===== src/rtl/serial_subtractor_pkg.sv =====
// Shared definitions for the bit-serial subtractor: state encoding and default width.
package serial_subtractor_pkg;
  localparam int DEFAULT_WIDTH = 8;

  typedef enum logic [1:0] {
    IDLE  = 2'd0,
    SHIFT = 2'd1,
    DONE  = 2'd2
  } state_t;
endpackage


===== src/rtl/full_subtractor.sv =====
// One-bit full subtractor built from gate primitives: d = a - b - bi, bo = borrow out.
module full_subtractor (
  input  logic a,
  input  logic b,
  input  logic bi,
  output logic d,
  output logic bo
);
  wire axb, na, na_b, n_axb, prop;

  xor g_x0 (axb, a, b);
  xor g_x1 (d, axb, bi);
  not g_n0 (na, a);
  and g_a0 (na_b, na, b);
  // Incoming borrow propagates only when a and b are equal.
  not g_n1 (n_axb, axb);
  and g_a1 (prop, n_axb, bi);
  or  g_o0 (bo, na_b, prop);
endmodule


===== src/rtl/serial_subtractor.sv =====
// Bit-serial A - B - bin, LSB first, one full-subtractor cell plus a borrow flop;
// start/busy operand handshake and valid/ack result handshake.
import serial_subtractor_pkg::*;

module serial_subtractor #(
  parameter int WIDTH = DEFAULT_WIDTH
) (
  input  logic             clk,
  input  logic             rst,
  input  logic             start,
  input  logic [WIDTH-1:0] a,
  input  logic [WIDTH-1:0] b,
  input  logic             bin,
  input  logic             ack,
  output logic             busy,
  output logic             valid,
  output logic [WIDTH-1:0] diff,
  output logic             borrow_out,
  output logic             overflow,
  output logic             zero
);
  localparam int CW = (WIDTH > 1) ? $clog2(WIDTH) : 1;
  localparam logic [CW-1:0] LAST = CW'(WIDTH - 1);

  state_t           state;
  logic [WIDTH-1:0] a_sh, b_sh;
  logic             borrow;
  logic [CW-1:0]    cnt;
  logic             a_sign, b_sign;
  logic             d, bo;
  logic [WIDTH-1:0] diff_nxt;

  full_subtractor u_fs (
    .a  (a_sh[0]),
    .b  (b_sh[0]),
    .bi (borrow),
    .d  (d),
    .bo (bo)
  );

  // Flags on the final edge look at the diff being written, not the stale one.
  assign diff_nxt = {d, diff[WIDTH-1:1]};

  always_ff @(posedge clk) begin
    if (rst) begin
      state      <= IDLE;
      busy       <= 1'b0;
      valid      <= 1'b0;
      diff       <= '0;
      borrow_out <= 1'b0;
      overflow   <= 1'b0;
      zero       <= 1'b0;
      a_sh       <= '0;
      b_sh       <= '0;
      borrow     <= 1'b0;
      cnt        <= '0;
      a_sign     <= 1'b0;
      b_sign     <= 1'b0;
    end else begin
      case (state)
        IDLE: begin
          if (start) begin
            a_sh   <= a;
            b_sh   <= b;
            borrow <= bin;
            cnt    <= '0;
            a_sign <= a[WIDTH-1];
            b_sign <= b[WIDTH-1];
            busy   <= 1'b1;
            state  <= SHIFT;
          end
        end
        SHIFT: begin
          a_sh   <= a_sh >> 1;
          b_sh   <= b_sh >> 1;
          diff   <= diff_nxt;
          borrow <= bo;
          cnt    <= cnt + CW'(1);
          if (cnt == LAST) begin
            state      <= DONE;
            valid      <= 1'b1;
            borrow_out <= bo;
            overflow   <= (a_sign != b_sign) && (diff_nxt[WIDTH-1] != a_sign);
            zero       <= (diff_nxt == '0);
          end
        end
        DONE: begin
          if (ack) begin
            valid <= 1'b0;
            busy  <= 1'b0;
            state <= IDLE;
          end
        end
        default: state <= IDLE;
      endcase
    end
  end
endmodule


===== config.mk =====
export PLATFORM = sky130hd
export DESIGN_NAME = serial_subtractor
export DESIGN_NICKNAME = d
export VERILOG_FILES = /design/src/rtl/serial_subtractor_pkg.sv /design/src/rtl/full_subtractor.sv /design/src/rtl/serial_subtractor.sv
export SDC_FILE = /design/constraint.sdc
export NUM_CORES = 1
export LEC_CHECK = 0
export ABC_CLOCK_PERIOD_IN_PS = 2000
export CORE_MARGIN = 10
export CORE_UTILIZATION = 38
export DETAILED_ROUTE_END_ITERATION = 7
export SLEW_MARGIN = 15
export SYNTH_ARGS = -nofsm -noshare
export SYNTH_HDL_FRONTEND = slang
export SYNTH_SLANG_ARGS = --single-unit

===== constraint.sdc =====
create_clock -name clk -period 2 [get_ports clk]
set_clock_uncertainty 0.05 [all_clocks]
set_input_delay 0.4 -clock clk [delete_from_list [all_inputs] [get_ports clk]]
set_output_delay 0.4 -clock clk [all_outputs]
set_load 0.01 [all_outputs]

==> metrics.cfg <==
[global_routing]
grt_max_degree = 38
grt_pass1_wl_um = 6270
antenna_found_initial = 0
track_usage_pct = 10.3
grt_pass1_vias = 1315
grt-ovfl-total = 0

[logic_synthesis]
synth_area_sq_um = 1630
synth_nets = 193
syn_area_per_cell_sq_um = 9.63
synthCells = 169
async_reset_ff_share_pct = 0
synthFlopType = dfxtp_1
synth_edf_count = 0
synth_cell_types = 33
ys_seq_area_share_pct = 45.5
synth_warnings = 0
synth-seq-cells = 37

[cells_and_area]
drive_gt1_share_pct = 12.4
antenna_cells = 0
nets = 225
syn_to_final_growth_pct = 27.7
regArea_sq_um = 741
nFillCells = 384
final_cells = 251
multi_input_area_sq_um = 790

[worst_setup_path]
cp_slowest_cell = clkdlybuf4s50_1
crit_required_ps = 1550
crit_buf_inv = 1
path_class = flip-flop to primary output
r2r_setup_slack_ps = 400
cpLargestDelayFamily = buffers and inverters
crit_chain = clkdlybuf4s50_1
max_stage_delay_ps = 560
r2r-end = zero
arrival_ps = 1220
path_max_fanout = 4
cp-end-kind = primary output
startpoint = diff[5]
worstReg2RegStart = b_sh[0]
ff2ff_path_depth = 5
critPathLaunchType = flip-flop

[placed_design]
place_hpwl_um = 2680
placed_cells = 244
gp_congestion = 0.762
io_buffers = 33

[worst_hold_path]
worstHoldStart = zero
min_to = zero
hold_path_depth = 2
hold_path_class = flip-flop to flip-flop

[clocking]
cts_tree = done
cts_buffers = 5
cts_sinks = 37
cts_max_level = 2
cts_root_buffer = clkbuf_8
clk_pin_slew_ps = 70
cts_resized = 0
clock_latency_ps = 280
post_cts_buffers = 0
hold_buffers = 0
cts_buffer_depth = 2

[floorplan]
initial_core_util_pct = 39.8
die_area_sq_um = 7300
core_area_sq_um = 4090
placementRows = 23
die_h_um = 85.5
pin_count = 34
die_x_um = 85.5

[timing]
rsz0062_at_grt = no
timing.slew.headroom_pct = 68.1
hold_violations = 0
tightestPinTransition_ps = 478
hold_slack_ps = 420
timing.fmax_ghz = 0.598
finalSetupTns_ps = 0
fin_crit_sh_pct = 83.7
fin_crit_ps = 1670
finalMaxSlewViolations = 0
setup_violations = 0

[detailed_routing]
drtPass1Iterations = 4
postRouteAntennaNets = 0
wl_um = 3680
drcViolationCount = 0
drt-initial-drc-count = 85
drt-wirelength-per-cell_um = 14.6
viasPerCell = 5.10
vias = 1281

[pwr]
p_leak_nw = 0.773
irDropWorstVdd_mv = 0.499
power_mw = 1.56
power_density_nw_per_um2 = 750

[job]
max-cap-violations = 0

[run_status]
status = finished clean

==> stage by stage <==
step                setup slack [ps]  utilization (%)  instance area [sq um]
finish                           327             50.9                   2080
global route                     229             50.9                   2080
detailed placement               161             48.8                   1990
CTS                              310             50.9                   2080
global placement                 256             48.8                   1990
floorplan                        567                -                   1630
==> power breakdown <==
group | total [mW] | internal, mW | switching (mW)
Combinational | 0.237 | 0.123 | 0.114
Clock | 0.516 | 0.273 | 0.243
Sequential | 0.807 | 0.778 | 0.0289
==> worst max-delay path by stage <==
stage                      end  slack [ps]  cells past startpoint
global placement        borrow         260                      4
CTS                    diff[1]         310                      1
finish                 diff[5]         330                      1
floorplan             overflow         570                      5
detailed placement      borrow         160                      4
global route        borrow_out         230                      3
==> registers in the layout (all words and copies together), names as in the netlist <==
register and count:
valid 1, zero 1, a_sh 8, borrow_out 1
overflow 1, cnt 3, b_sign 1, busy 1
state 2, diff 8, a_sign 1, borrow 1
b_sh 8
==> Yosys cell counts (2+ instances only) <==
library cell,instances,area share [%]
a211oi_1,10,4.6
a211oi_2,6,4.6
a21oi_1,15,4.6
a22oi_1,4,1.8
buf_2,3,0.92
buf_6,3,2.1
clkbuf_1,4,0.92
dfxtp_1,37,46
ha_1,2,1.5
inv_1,2,0.46
mux2i_1,17,10
nand2_1,20,4.6
nand2b_1,2,0.77
nor2_1,17,3.9
nor2_2,6,2.3
nor3_1,2,0.61
nor4_1,2,0.77
o21bai_1,2,0.92
==> placed cells by master, fill, tap and decap left out, drive strengths merged, types with 2 or more instances in the layout <==
cell type	instances
dfxtp	37
clkdlybuf4s50	33
nor2	23
nand2	20
mux2i	17
a211oi	16
a21oi	15
clkbuf	7
buf	5
a22oi	4
inv	2
o21bai	2
nand2b	2
nor4	2
nor3	2
ha	2
nor3b	2
==> layer usage <==
metal / track usage, % / share of wire [%]
met5: 0 / 0
met4: 2.25 / 0.63
met3: 5.16 / 6.2
met2: 16.6 / 48
met1: 12.1 / 45
==> area by class of cell <==
class | instances | area share, %
inverters | 2 | 0.361
clock buffers | 7 | 4.15
flip-flops and latches | 37 | 35.6
well taps | 50 | 3.01
multi-input cells | 117 | 38.0
repair buffers | 38 | 18.9
==> logic make-up after synthesis <==
kind of cell | share of synthesized area (%)
adder cells (fa/ha/maj) | 2.77
AO/OA/AOI/OAI | 18.3
flip-flops | 45.5
multiplexers | 10.5
buffers and inverters | 5.99
AND/OR/NAND/NOR | 17.0
Power figures use the tool's default switching activity.
